$ cat config.mk
export PLATFORM = sky130hd
export DESIGN_NAME = hazard_scoreboard
export DESIGN_NICKNAME = d
export VERILOG_FILES = /design/src/rtl/hazard_pkg.sv /design/src/rtl/sb_counter.sv /design/src/rtl/hazard_scoreboard.sv
export SDC_FILE = /design/constraint.sdc
export NUM_CORES = 1
export LEC_CHECK = 0
export BUFFER_PORTS_ARGS = -buffer_cell sky130_fd_sc_hd__buf_4
export CELL_PAD_IN_SITES_DETAIL_PLACEMENT = 2
export CELL_PAD_IN_SITES_GLOBAL_PLACEMENT = 2
export CORE_MARGIN = 5
export CORE_UTILIZATION = 36
export CTS_BUF_LIST = sky130_fd_sc_hd__clkbuf_4
export CTS_CLUSTER_SIZE = 8
export DETAILED_ROUTE_END_ITERATION = 8
export PLACE_DENSITY = 0.87
export REMOVE_ABC_BUFFERS = 1
export SYNTH_ARGS = -nofsm -noshare
export SYNTH_HDL_FRONTEND = slang
export SYNTH_HIERARCHICAL = 1
export SYNTH_SLANG_ARGS = --single-unit
$ cat constraint.sdc
create_clock -name clk -period 4.1 [get_ports clk]
set_input_delay 0.205 -clock clk [delete_from_list [all_inputs] [get_ports clk]]
set_output_delay 0.205 -clock clk [all_outputs]
set_load 0.1 [all_outputs]
$ cat src/rtl/hazard_pkg.sv
// Shared definitions for the scoreboard-based hazard unit.
//   state_t       : issue FSM state (PAIR = both slots pending, S1_ONLY = slot 0 done)
//   DEF_*         : default register-file geometry and latencies
//   calc_cnt_w()  : width of one per-register countdown counter
package hazard_pkg;

    typedef enum logic {
        PAIR    = 1'b0,
        S1_ONLY = 1'b1
    } state_t;

    localparam int DEF_NUM_REGS   = 8;
    localparam int DEF_REG_W      = 3;
    localparam int DEF_ALU_LAT    = 0;
    localparam int DEF_LOAD_LAT   = 1;
    localparam int DEF_BR_PENALTY = 1;

    // Wide enough to hold the largest value ever loaded: max latency + branch penalty.
    function automatic int calc_cnt_w(input int alu_lat, input int load_lat, input int br_penalty);
        int m;
        int w;
        m = (alu_lat > load_lat) ? alu_lat : load_lat;
        w = $clog2(m + br_penalty + 1);
        return (w < 1) ? 1 : w;
    endfunction

endpackage

$ cat src/rtl/sb_counter.sv
// One scoreboard entry: counts down to zero and holds there; a load takes the
// larger of the loaded value and the already-decremented count.
//   clk, reset : clock, asynchronous active-high reset
//   load       : an instruction writing this register issues this cycle
//   load_val   : cycles until the result is forwardable to the ID branch comparator
//   cnt        : current count (0 = no write in flight)
module sb_counter #(
    parameter int W = 2
) (
    input  logic         clk,
    input  logic         reset,
    input  logic         load,
    input  logic [W-1:0] load_val,
    output logic [W-1:0] cnt
);

    logic [W-1:0] dec;

    assign dec = (cnt == '0) ? '0 : cnt - 1'b1;

    always_ff @(posedge clk or posedge reset) begin
        if (reset) begin
            cnt <= '0;
        end else if (load) begin
            // Max keeps an older, longer-latency write from being shortened.
            cnt <= (load_val > dec) ? load_val : dec;
        end else begin
            cnt <= dec;
        end
    end

endmodule

$ cat src/rtl/hazard_scoreboard.sv
// Dual-issue ID-stage hazard unit driven by a per-register countdown scoreboard.
// A dependent pair is split over two issue cycles by a two-state FSM.
//   id_*        : decoded fields of the two slots held in IF/ID
//   flush       : squash IF/ID this cycle (taken branch)
//   pc_write    : PC may advance;  if_id_write : IF/ID may load
//   cntrl_sel0/1: 1 = bubble into that slot's ID/EX control
//   busy_vec    : per-register "write in flight" flags
//   stall_count : saturating count of cycles with pc_write=0
//   dbg_state   : current issue FSM state
// Handshake: the IF/ID pair is consumed on a cycle where pc_write=1; a slot has
// issued on a cycle where its cntrl_sel is 0.
module hazard_scoreboard
    import hazard_pkg::*;
#(
    parameter int NUM_REGS   = DEF_NUM_REGS,
    parameter int REG_W      = DEF_REG_W,
    parameter int ALU_LAT    = DEF_ALU_LAT,
    parameter int LOAD_LAT   = DEF_LOAD_LAT,
    parameter int BR_PENALTY = DEF_BR_PENALTY
) (
    input  logic                clk,
    input  logic                reset,
    input  logic                id_valid0,
    input  logic                id_valid1,
    input  logic [REG_W-1:0]    id_rd0,
    input  logic [REG_W-1:0]    id_rn0,
    input  logic [REG_W-1:0]    id_rm0,
    input  logic [REG_W-1:0]    id_rd1,
    input  logic [REG_W-1:0]    id_rn1,
    input  logic [REG_W-1:0]    id_rm1,
    input  logic                id_uses_rn0,
    input  logic                id_uses_rm0,
    input  logic                id_uses_rn1,
    input  logic                id_uses_rm1,
    input  logic                id_regwrite0,
    input  logic                id_regwrite1,
    input  logic                id_memread0,
    input  logic                id_memread1,
    input  logic                id_branch0,
    input  logic                flush,
    output logic                pc_write,
    output logic                if_id_write,
    output logic                cntrl_sel0,
    output logic                cntrl_sel1,
    output logic [NUM_REGS-1:0] busy_vec,
    output logic [15:0]         stall_count,
    output state_t              dbg_state
);

    localparam int CNT_W = calc_cnt_w(ALU_LAT, LOAD_LAT, BR_PENALTY);
    localparam int TBL   = 2 ** REG_W;
    localparam logic [CNT_W-1:0] BR_P   = CNT_W'(BR_PENALTY);
    localparam logic [CNT_W-1:0] ALU_V  = CNT_W'(ALU_LAT + BR_PENALTY);
    localparam logic [CNT_W-1:0] LOAD_V = CNT_W'(LOAD_LAT + BR_PENALTY);

    state_t state, state_next;
    logic   issue0, issue1;
    logic   v0, blk0, blk1, dep1;
    logic [CNT_W-1:0] thr0;
    logic [CNT_W-1:0] lat0, lat1;

    // Indexed by the full address space; unimplemented registers read as idle.
    logic [CNT_W-1:0] cnt_tbl [TBL];

    assign lat0 = id_memread0 ? LOAD_V : ALU_V;
    assign lat1 = id_memread1 ? LOAD_V : ALU_V;

    genvar r;
    generate
        for (r = 0; r < TBL; r++) begin : g_reg
            if (r < NUM_REGS) begin : g_cnt
                logic hit0, hit1;
                assign hit0 = issue0 && id_regwrite0 && (id_rd0 == REG_W'(r));
                assign hit1 = issue1 && id_regwrite1 && (id_rd1 == REG_W'(r));
                // Slot 1 is younger, so its latency wins on a same-rd pair.
                sb_counter #(.W(CNT_W)) u_cnt (
                    .clk      (clk),
                    .reset    (reset),
                    .load     (hit0 | hit1),
                    .load_val (hit1 ? lat1 : lat0),
                    .cnt      (cnt_tbl[r])
                );
                assign busy_vec[r] = |cnt_tbl[r];
            end else begin : g_pad
                assign cnt_tbl[r] = '0;
            end
        end
    endgenerate

    // Slot 0 has already left in S1_ONLY, so it neither blocks nor feeds slot 1.
    assign v0   = id_valid0 && (state == PAIR);
    // Branches compare in ID and need the value BR_PENALTY cycles earlier than EX.
    assign thr0 = id_branch0 ? '0 : BR_P;
    assign blk0 = v0 && ((id_uses_rn0 && (cnt_tbl[id_rn0] > thr0)) ||
                         (id_uses_rm0 && (cnt_tbl[id_rm0] > thr0)));
    assign dep1 = v0 && id_regwrite0 &&
                  ((id_uses_rn1 && (id_rd0 == id_rn1)) || (id_uses_rm1 && (id_rd0 == id_rm1)));
    assign blk1 = id_valid1 && (dep1 ||
                  (id_uses_rn1 && (cnt_tbl[id_rn1] > BR_P)) ||
                  (id_uses_rm1 && (cnt_tbl[id_rm1] > BR_P)));

    always_ff @(posedge clk or posedge reset) begin
        if (reset) begin
            state <= PAIR;
        end else begin
            state <= state_next;
        end
    end

    always_comb begin
        state_next  = state;
        issue0      = 1'b0;
        issue1      = 1'b0;
        pc_write    = 1'b1;
        if_id_write = 1'b1;
        if (flush) begin
            state_next = PAIR;
        end else begin
            case (state)
                PAIR: begin
                    if (blk0) begin
                        pc_write    = 1'b0;
                        if_id_write = 1'b0;
                    end else if (blk1) begin
                        issue0      = v0;
                        pc_write    = 1'b0;
                        if_id_write = 1'b0;
                        state_next  = S1_ONLY;
                    end else begin
                        issue0 = v0;
                        issue1 = id_valid1;
                    end
                end
                S1_ONLY: begin
                    if (blk1) begin
                        pc_write    = 1'b0;
                        if_id_write = 1'b0;
                    end else begin
                        issue1     = id_valid1;
                        state_next = PAIR;
                    end
                end
                default: state_next = PAIR;
            endcase
        end
    end

    assign cntrl_sel0 = ~issue0;
    assign cntrl_sel1 = ~issue1;
    assign dbg_state  = state;

    always_ff @(posedge clk or posedge reset) begin
        if (reset) begin
            stall_count <= '0;
        end else if (!pc_write && (stall_count != 16'hFFFF)) begin
            stall_count <= stall_count + 16'd1;
        end
    end

endmodule

==> reports/results.tsv, run 1 <==
stage	metric	value	unit
flow_run	Max-cap violations	0	
pwr	switching share of power	47.3	%
cts	CTS Buffer Depth	2	
synthesis	yosys warns	6	
critical_path	required time worst endpoint	4.35	ns
critical_path	Buf/Inv on CP	1	
critical_path	max incr delay on CP	0.53	ns
detailed_routing	first-pass iteration count of the detailed router	4	
cts	clock root cell	clkbuf_4	
timing	Max-slew headroom	52.0	%
detailed_routing	Antenna Nets Post-Route	0	
finish	Filler Cell Count	901	
timing	Peak Freq	0.251	GHz
pwr	Comb pwr share	42.6	%
timing	crit path time final	3.98	ns
pwr	P_leak	1.85	nW
floorplan	width of the die	102	microns
timing	setup_tns	0	ns
finish	Layout Cells excl Fill	465	
synthesis	post-synthesis area per instance	10.1	sq um
placement	dpl cells	456	
global_routing	busiest grt layer	met2	
pwr	Internal Dissipation	0.000531	W
synthesis	synth unique cells	50	
timing	final hold slack	0.311	ns
timing	Slew Limit Fails	0	
critical_path	Setup crit end kind	flop	
timing	final hold vios	0	
cts	total CTS buffers	5	
floorplan	DIE AREA	10300	sq um
finish	share of cells above drive strength 1	31.1	%
synthesis	Synth top area share	27.4	%
finish	finished layout cell area	3640	sq um
synthesis	Yosys reg bits	33	
critical_path	kind of critical path	flop to flop	
cts	Clk Latency, worst-skew pair	0.35	ns
floorplan	core area	8180	sq um
critical_path	CP Max Fanout	5	
detailed_routing	drt via density	5.47	
pwr	P per Cell Area	277	nW/um^2
detailed_routing	per-cell routed wire length	21.5	microns
cts	Post-CTS Setup Inserts	0	
detailed_routing	DRC viols	0	
finish	# nets final	418	
finish	leading cell type in the layout, fill and taps excluded	buf_4	
critical_path	Startpoint Class	flop	
global_routing	total gr overflow	0	
critical_path	Crit-path slowest cell	mux4_1	
critical_path	critical path arrival	4.23	ns
global_routing	initial antenna violation count	0	
detailed_routing	vias	2543	
detailed_routing	Initial DRC Count	80	
placement	Detail Placement HPWL	8070	microns
pwr	Clk pwr share	20.0	%
global_routing	first-pass GRT wire length	15600	microns
global_routing	overall global routing resource usage	19.6	%
cts	Clk pin slew, worst setup/hold paths	0.13	ns
critical_path	Top delay family on crit path	multiplexers	
floorplan	num rows	33	
synthesis	post-synthesis sequential area ratio	27.4	%
pwr	maximum vdd drop	0.000116	V
timing	Worst Skew	0.0106	ns
synthesis	Mapped Area	3010	sq um
global_routing	met1 usage	24.5	%
cts	Clock Sink Count	33	
placement	Port Buf Inserts	60	
critical_path	crit-path cells	mux4_1 -> mux2i_1 -> ha_1 -> or2_2 -> a21oi_2 -> a311oi_4 -> nand4_2 -> or3b_4 -> mux2_4 -> inv_1 -> ha_1 -> nor2_1 -> o221ai_1 -> mux2_1	
detailed_routing	wirelength, routed	9980	microns
global_routing	met2 Use GR	35.3	%
finish	commonest cells after routing, fill and taps aside	61 x buf_4, 36 x inv_1, 31 x dfrtp_1	
floorplan	Die Span Y	102	microns
timing	fin crit share	97.1	%
finish	# diodes	0	
pwr	total power draw	0.00101	W
synthesis	synth top area cells	dfrtp_1 27%, ha_1 11%, mux2i_1 9.3%, xnor2_1 5.8%, mux4_1 5.2%	
cts	CTS tree	yes	
finish	Multi-input gate area	2020	sq um
placement	placed inst area	3540	sq um
finish	register area	828	sq um
synthesis	leading area contributor after synthesis	dfrtp_1	
outcome	outcome	finished, final reports clean	
timing	Worst-Margin Slew	0.720	ns
pwr	Reg power frac	37.4	%
finish	Area growth, synth to finish	20.8	%
worst_hold_path	hold crit path type	primary input to flop	
critical_path	most used cell, CP	ha_1	
timing	RSZ-0062 raised after global routing	true	
pwr	NetSw	0.000477	W
timing	Setup violations, final	0	
global_routing	M3 GR Usage	3.10	%
placement	final weighted congestion in routability-driven placement	0.812	
global_routing	vias in the first global route	2921	
floorplan	Initial Utilization	36.9	%
floorplan	# IOs	61	
cts	H-tree level count	2	
synthesis	Post-Syn Instances	299	
global_routing	largest net degree at the start of global routing	18	
[logic make-up after synthesis]
family / share of synthesized area [%]
compound gates: 6.52
xor+xnor: 6.10
fa+ha+maj: 11.2
buf+inv: 6.56
flops: 27.4
mux: 23.4
simple gates: 18.8
[through the flow]
stage / utilization, % / setup slack (ns)
floorplan: - / 0.299
global placement: 43.3 / 0.379
detailed placement: 43.3 / 0.172
CTS: 44.1 / 0.0642
global route: 44.5 / -0.0920
finish: 44.5 / 0.117
[routing by layer]
layer | vias up | wire length [microns]
li1 | 1181 | -
met1 | 1293 | 4360
met2 | 60 | 5150
met3 | 9 | 384
met4 | 0 | 85
met5 | - | 0
[final timing paths]
path                                             startpoint                           to  slack (ns)  cells past startpoint
worst max-delay path            g_reg[1].g_cnt.u_cnt/cnt[0]  g_reg[6].g_cnt.u_cnt/cnt[0]        0.12                     14
worst min-delay path                            id_uses_rn0                    dbg_state        0.31                      3
worst max register to register  g_reg[1].g_cnt.u_cnt/cnt[0]  g_reg[6].g_cnt.u_cnt/cnt[0]        0.12                     14
worst min register to register               stall_count[6]               stall_count[6]        0.51                      1
max in group asynchronous                             reset               stall_count[7]        3.04                      3
min in group asynchronous                             reset  g_reg[0].g_cnt.u_cnt/cnt[1]        0.33                      3
[cell usage after synthesis (all sizes together)]
| cell type | count |
|---|---|
| nor2 | 10 |
| o21bai | 1 |
| o31ai | 3 |
| or3b | 2 |
| nor2b | 8 |
| xnor2 | 20 |
| and3 | 7 |
| a211oi | 1 |
| nor3 | 2 |
| o221ai | 8 |
| xor2 | 1 |
| or3 | 3 |
| and2 | 3 |
| and2b | 1 |
| mux2 | 17 |
| and4b | 2 |
| buf | 5 |
| ha | 27 |
| a311oi | 1 |
| a31oi | 1 |
| inv | 36 |
| nand3 | 10 |
| nand3b | 5 |
| nand4 | 8 |
| a21o | 1 |
| nand2b | 3 |
| a21oi | 2 |
| nand2 | 18 |
| mux2i | 28 |
| dfrtp | 33 |
| or2 | 10 |
| and4 | 2 |
| a22oi | 1 |
| mux4 | 9 |
| o21ai | 6 |
| clkbuf | 4 |
[power groups by stage]
stage / sequential (W) / clock, W / combinational, W
2_1_floorplan: 0.000527 / 0 / 0.000147
3_3_place_gp: 0.000381 / 0 / 0.000412
3_5_place_dp: 0.000383 / 0 / 0.000426
4_1_cts: 0.000377 / 0.000209 / 0.000428
5_1_grt: 0.000381 / 0.000222 / 0.000448
6_report: 0.000377 / 0.000202 / 0.000429
[repair_timing]
action / CTS / global route
setup endpoints to repair: 0 / 6
gates resized for setup: 0 / 9
hold buffers: 1 / 0
hold endpoints to repair: 16 / 0
[cell type report]
class                           count  share of cell area [%]
Multi-Input combinational cell    221                    55.6
Sequential cell                    33                    22.7
Timing Repair Buffer               62                    12.9
Inverter                           36                    3.71
Tap cell                          105                    3.61
Clock buffer                        5                    1.03
Clock inverter                      3                   0.481
[sequential cells by signal (all words and copies together), names as in the netlist]
| name | cells |
|---|---|
| dbg_state | 1 |
| g.g_cnt.u_cnt/cnt | 16 |
| stall_count | 16 |
[worst min-delay path: cells and delay by family]
kind	cells	cell delay, ns
compound gates	1	0.14
buf+inv	1	0.11
simple gates	1	0.18
(Power assumes the default switching activity.)
==> run 2: changes to the inputs <==
Settings changed: PLACE_DENSITY 0.87 to 0.88, SYNTH_HIERARCHICAL 1 to default.
==> run 2 against run 1 <==
Effect of this change: register-to-register slack improved by 0.05 ns; sequential share of layout area fell by 1.2 points; total power grew 13%; final area up 5.5%; utilization is 0.056 points lower; clock power fell by 7%; global-route usage is essentially flat; clock-buffer cell count unchanged; highest routed layer unchanged.
==> reports/results.tsv, run 2 <==
stage	metric	value	unit
synthesis	Yosys reg bits	33	
placement	pre-CTS setup slack	0.131	ns
synthesis	Post-Syn Instances	334	
cts	H-tree level count	2	
critical_path	Setup crit end kind	flop	
synthesis	Post-synth EDFFs	0	
detailed_routing	Initial DRC Count	104	
worst_hold_path	hold crit path type	primary input to flop	
pwr	P per Cell Area	296	nW/um^2
timing	Max-slew headroom	65.5	%
synthesis	count leader, synth	nand2_1	
global_routing	initial antenna violation count	0	
detailed_routing	first-pass iteration count of the detailed router	4	
cts	Clk Latency, worst-skew pair	0.36	ns
critical_path	kind of critical path	flop to flop	
detailed_routing	DRC viols	0	
global_routing	overall global routing resource usage	19.6	%
synthesis	post-synthesis area per instance	9.46	sq um
placement	final weighted congestion in routability-driven placement	0.818	
floorplan	width of the die	104	microns
finish	share of cells above drive strength 1	30.3	%
critical_path	Startpoint Class	flop	
synthesis	synth top area cells	dfrtp_1 26%, ha_1 11%, mux2i_1 8.6%, mux4_2 4.3%, nand2_1 4.2%	
cts	total CTS buffers	5	
floorplan	Initial Utilization	36.6	%
timing	Setup violations, final	0	
pwr	maximum vdd drop	0.000324	V
finish	leading cell type in the layout, fill and taps excluded	buf_4	
floorplan	core area	8640	sq um
synthesis	yosys warns	0	
detailed_routing	Antenna Nets Post-Route	0	
floorplan	Die Span Y	104	microns
timing	Slew Limit Fails	0	
pwr	P_leak	1.84	nW
global_routing	first-pass GRT wire length	17300	microns
critical_path	required time worst endpoint	4.35	ns
critical_path	critical path arrival	4.18	ns
global_routing	vias in the first global route	3304	
detailed_routing	per-cell routed wire length	21.5	microns
cts	clock root cell	clkbuf_4	
placement	Detail Placement HPWL	8580	microns
synthesis	synth unique cells	52	
global_routing	total gr overflow	0	
detailed_routing	wirelength, routed	11000	microns
cts	Clock Sink Count	33	
synthesis	most frequent cells after synthesis	35 x nand2_1, 33 x dfrtp_1, 27 x ha_1, 27 x mux2i_1, 23 x inv_1	
detailed_routing	vias	2899	
cts	CTS tree	yes	
timing	Worst Skew	0.0207	ns
floorplan	num rows	34	
timing	setup_tns	0	ns
timing	final hold vios	0	
synthesis	prevailing post-synth register cell	dfrtp_1	
finish	# diodes	0	
floorplan	# IOs	61	
synthesis	Post-synth ARST share	100	%
timing	Worst-Margin Slew	0.515	ns
detailed_routing	drt via density	5.67	
timing	fin crit share	95.8	%
global_routing	largest net degree at the start of global routing	34	
synthesis	Mapped Area	3160	sq um
timing	Peak Freq	0.255	GHz
cts	Clk pin slew, worst setup/hold paths	0.12	ns
cts	CTS Buffer Depth	2	
synthesis	post-synthesis sequential area ratio	26.1	%
flow_run	Max-cap violations	0	
finish	Area growth, synth to finish	21.5	%
outcome	outcome	finished, final reports clean	
placement	Port Buf Inserts	60	
finish	commonest cells after routing, fill and taps aside	71 x buf_4, 35 x nand2_1, 32 x dfrtp_1	
timing	crit path time final	3.93	ns
synthesis	Synth top area share	26.1	%
finish	# nets final	462	
critical_path	CP Max Fanout	7	
floorplan	DIE AREA	10800	sq um
timing	slack of the critical path	0.172	ns
finish	Filler Cell Count	950	
synthesis	leading area contributor after synthesis	dfrtp_1	
-- run 2: changes by cell type in the layout (fill, tap and decap cells not counted), sizes merged, moves of 9 or more --
cell   before  now
a21oi       2   11
buf        61   71
inv        36   24
nand2      18   35
xnor2      20   11
-- run 2: worst max-delay path: stages, from the launching register on --
cell and delay, ns:
dfrtp_1 0.44, mux4_2 0.50, mux2i_1 0.18, ha_1 0.26, or2_2 0.29, a21boi_2 0.20
a22oi_2 0.14, buf_4 0.18, buf_4 0.17, nand4_1 0.21, mux2_2 0.40, ha_1 0.31
a21oi_1 0.08, a21oi_2 0.16, nand2_1 0.08, o22ai_1 0.16, a31oi_1 0.06
-- run 2: layer usage --
layer / vias up / global-route usage, % / part of all wire [%]
met2: 99 / 35.9 / 51
met4: 0 / 4.81 / 2.5
met5: - / 0 / 0
met1: 1438 / 22.9 / 42
met3: 24 / 4.48 / 4.9
li1: 1338 / - / -
-- run 2: per-stage QoR --
stage / instance area, sq um / util [%] / total power, W / hold WS, ns / std cells
CTS: 3770 / 43.7 / 0.00114 / 0.206 / 504
global placement: 3710 / 43.0 / 0.000930 / 0.342 / 496
floorplan: 3100 / - / 0.000786 / 0.334 / 324
finish: 3840 / 44.5 / 0.00114 / 0.208 / 511
detailed placement: 3710 / 43.0 / 0.000952 / 0.349 / 496
global route: 3840 / 44.5 / 0.00119 / 0.215 / 511
-- run 2: cell families (layout without fill, tap and decap cells) --
kind of cell | count (synthesis) | count (layout) | share of synthesized area [%]
xor+xnor | 19 | 19 | 5.27
mux | 43 | 43 | 16.9
compound gates | 41 | 41 | 10.2
simple gates | 137 | 137 | 25.9
fa+ha+maj | 27 | 27 | 10.7
flops | 33 | 33 | 26.1
buf+inv | 34 | 103 | 4.91
-- run 2: layout make-up --
type | count | area [sq um] | share of cell area [%]
flip-flops and latches | 33 | 827 | 21.5
clock buffers | 5 | 37.5 | 0.977
repair buffers | 72 | 543 | 14.1
inverters | 24 | 92.6 | 2.41
clock inverters | 2 | 11.3 | 0.293
well taps | 108 | 135 | 3.52
multi-input cells | 267 | 2190 | 57.1
-- run 2: power breakdown --
group,internal [W],switching [W],leakage (nW)
Combinational,0.000143,0.000403,1.39
Clock,0.0000616,0.000126,0.0247
Sequential,0.000357,0.0000465,0.433
Total,0.000561,0.000576,1.84
-- run 2: path summary, 6_finish.rpt --
kind,cells after the start,to,startpoint,slack [ns]
setup / recovery,16,g_reg[4].g_cnt.u_cnt.cnt[0],g_reg[7].g_cnt.u_cnt.cnt[0],0.17
hold / removal,3,dbg_state,id_valid1,0.21
setup reg to reg,16,g_reg[4].g_cnt.u_cnt.cnt[0],g_reg[7].g_cnt.u_cnt.cnt[0],0.17
hold reg to reg,1,stall_count[8],stall_count[8],0.52
max in group asynchronous,4,g_reg[6].g_cnt.u_cnt.cnt[1],reset,3.26
min in group asynchronous,4,g_reg[1].g_cnt.u_cnt.cnt[0],reset,0.50
-- run 2: what timing repair did --
| item | 4_1_cts | 5_1_grt |
|---|---|---|
| buffers inserted | 0 | 7 |
| gates resized for setup | 0 | 5 |
| endpoints found under the setup margin | 0 | 4 |
| endpoints found under the hold margin | 33 | 0 |
| hold buffers | 1 | 0 |
==> run 3: changes to the inputs <==
Settings changed: CORE_ASPECT_RATIO from default to 0.8, PLACE_DENSITY 0.88 to 0.87, SYNTH_HIERARCHICAL from default to 1.
==> run 3 against run 2 <==
Effect of this change: first-iteration DRC count down 39%; sequential share of layout area grew 0.93 points; utilization rose by 1.2 points; register-to-register slack lost 0.09 ns; clock skew shrank 0.018 ns; total power is 11% lower; clock-buffer cell count up 1; wire length down 6.8%; worst setup slack worse by 0.089 ns; critical endpoint is now g_reg[5].g_cnt.u_cnt/cnt[0]; highest routed layer unchanged.
==> reports/results.tsv, run 3 (same netlist as run 1, synthesis figures left out) <==
stage	metric	value	unit
critical_path	Setup crit end kind	flop	
critical_path	kind of critical path	flop to flop	
finish	Area growth, synth to finish	22.2	%
cts	CTS tree	yes	
timing	Worst Skew	0.00245	ns
detailed_routing	wirelength, routed	10200	microns
timing	Slew Limit Fails	0	
finish	# nets final	422	
global_routing	overall global routing resource usage	20.0	%
global_routing	met1 usage	24.8	%
floorplan	Die Span Y	91.8	microns
timing	Worst-Margin Slew	0.687	ns
cts	H-tree level count	2	
floorplan	num rows	29	
timing	Max-slew headroom	54.1	%
placement	final weighted congestion in routability-driven placement	0.796	
finish	leading cell type in the layout, fill and taps excluded	buf_4	
placement	Detail Placement HPWL	8430	microns
pwr	P_leak	1.89	nW
critical_path	Reg2Reg Depth	14	
finish	register area	827	sq um
timing	slack of the critical path	0.0832	ns
critical_path	required time worst endpoint	4.33	ns
cts	clock root cell	clkbuf_4	
detailed_routing	first-pass iteration count of the detailed router	4	
timing	fin crit share	98.0	%
placement	pre-CTS setup slack	-0.0290	ns
timing	crit path time final	4.02	ns
detailed_routing	Initial DRC Count	63	
cts	total CTS buffers	5	
pwr	P per Cell Area	274	nW/um^2
timing	final hold slack	0.339	ns
finish	Multi-input gate area	2030	sq um
global_routing	first-pass GRT wire length	16300	microns
cts	Clk pin slew, worst setup/hold paths	0.11	ns
flow_run	Max-cap violations	0	
global_routing	M3 GR Usage	3.36	%
critical_path	CP Max Fanout	5	
detailed_routing	DRC viols	0	
detailed_routing	Antenna Nets Post-Route	0	
global_routing	total gr overflow	0	
global_routing	initial antenna violation count	0	
worst_hold_path	Worst Hold Launch	id_rd0[2]	
finish	# diodes	0	
critical_path	Startpoint Class	flop	
worst_hold_path	Hold Path Depth	3	
finish	commonest cells after routing, fill and taps aside	65 x buf_4, 36 x inv_1, 32 x dfrtp_1	
finish	finished layout cell area	3680	sq um
placement	placed inst area	3540	sq um
detailed_routing	vias	2594	
timing	Setup violations, final	0	
cts	CTS Buffer Depth	2	
critical_path	FF-to-FF setup slack	0.08	ns
critical_path	critical path arrival	4.24	ns
placement	Port Buf Inserts	60	
floorplan	core area	8060	sq um
global_routing	largest net degree at the start of global routing	18	
detailed_routing	drt via density	5.50	
critical_path	launching point of the worst reg2reg path	g_reg[6].g_cnt.u_cnt/cnt[0]	
pwr	maximum vdd drop	0.000141	V
global_routing	vias in the first global route	3029	
global_routing	busiest grt layer	met2	
pwr	total power draw	0.00101	W
worst_hold_path	hold crit path type	primary input to flop	
timing	final hold vios	0	
outcome	outcome	finished, final reports clean	
global_routing	met2 Use GR	35.9	%
cts	Clk Latency, worst-skew pair	0.34	ns
finish	share of cells above drive strength 1	30.8	%
floorplan	# IOs	61	
floorplan	Initial Utilization	37.4	%
finish	fin util	45.7	%
floorplan	width of the die	112	microns
worst_hold_path	hold endpoint	g_reg[1].g_cnt.u_cnt/cnt[1]	
floorplan	DIE AREA	10300	sq um
cts	Clock Sink Count	33	
timing	Peak Freq	0.249	GHz
detailed_routing	per-cell routed wire length	21.7	microns
timing	RSZ-0062 raised after global routing	true	
critical_path	R2R Path End	g_reg[5].g_cnt.u_cnt/cnt[0]	
finish	Filler Cell Count	896	
[run 3: cell count changes in the layout (fill, tap and decap cells not counted), moves of 6 or more]
cell      before  now
nand2_1       35   17
inv_1         23   36
xnor2_1       11   20
mux2_1         0    8
o221ai_1       0    8
a21oi_1        8    1
nand3_1       14    7
xor2_1         8    1
buf_4         71   65
[run 3: critical path, stage by stage, from the launching register on]
cell and delay [ns]:
dfrtp_2 0.46, mux4_1 0.51, mux2i_1 0.21, ha_1 0.18, or2_2 0.15, a21oi_4 0.07
a311oi_4 0.37, nand4_4 0.20, or3b_4 0.44, mux2_4 0.33, inv_1 0.08, ha_1 0.26
nor2_1 0.15, o221ai_1 0.14, mux2_1 0.35
[run 3: layout make-up]
cell class,instances,area share (%)
Multi-Input combinational cell,221,55.2
Sequential cell,33,22.5
Tap cell,108,3.67
Timing Repair Buffer,66,13.5
Inverter,36,3.67
Clock buffer,6,1.22
Clock inverter,2,0.272
[run 3: metrics by stage]
stage | cells | setup TNS [ns]
5_1_grt | 472 | -0.0293
2_1_floorplan | 290 | 0
6_report | 472 | 0
4_1_cts | 468 | 0
3_5_place_dp | 459 | -0.0352
3_3_place_gp | 459 | 0
[run 3: repair_timing]
item,4_1_cts,5_1_grt
setup buffers,0,4
gates resized for setup,2,6
pin swaps,0,5
setup endpoints to repair,2,6
hold endpoints to repair,16,0
hold buffers,1,0
[run 3: metal layers]
layer	vias up	share of wire, %
li1	1195	-
met1	1324	45
met2	65	50
met3	10	3.8
met4	0	1.5
met5	-	0
[run 3: worst max path at each step]
| stage | from | to | slack [ns] | cells past startpoint |
|---|---|---|---|---|
| after floorplan | g_reg[5].g_cnt.u_cnt/cnt[0] | g_reg[0].g_cnt.u_cnt/cnt[0] | 0.30 | 11 |
| after global placement | g_reg[6].g_cnt.u_cnt/cnt[0] | g_reg[6].g_cnt.u_cnt/cnt[0] | 0.37 | 14 |
| after detailed placement | g_reg[6].g_cnt.u_cnt/cnt[0] | g_reg[6].g_cnt.u_cnt/cnt[0] | -0.03 | 14 |
| after CTS | g_reg[6].g_cnt.u_cnt/cnt[0] | g_reg[5].g_cnt.u_cnt/cnt[0] | 0.05 | 14 |
| after global routing | g_reg[1].g_cnt.u_cnt/cnt[0] | g_reg[6].g_cnt.u_cnt/cnt[0] | -0.03 | 14 |
| final | g_reg[6].g_cnt.u_cnt/cnt[0] | g_reg[5].g_cnt.u_cnt/cnt[0] | 0.08 | 14 |
[run 3: report_power, final]
group          switching (W)  total, W  internal [W]
logic               0.000316  0.000436      0.000120
registers          0.0000308  0.000379      0.000348
clock network       0.000123  0.000195     0.0000721
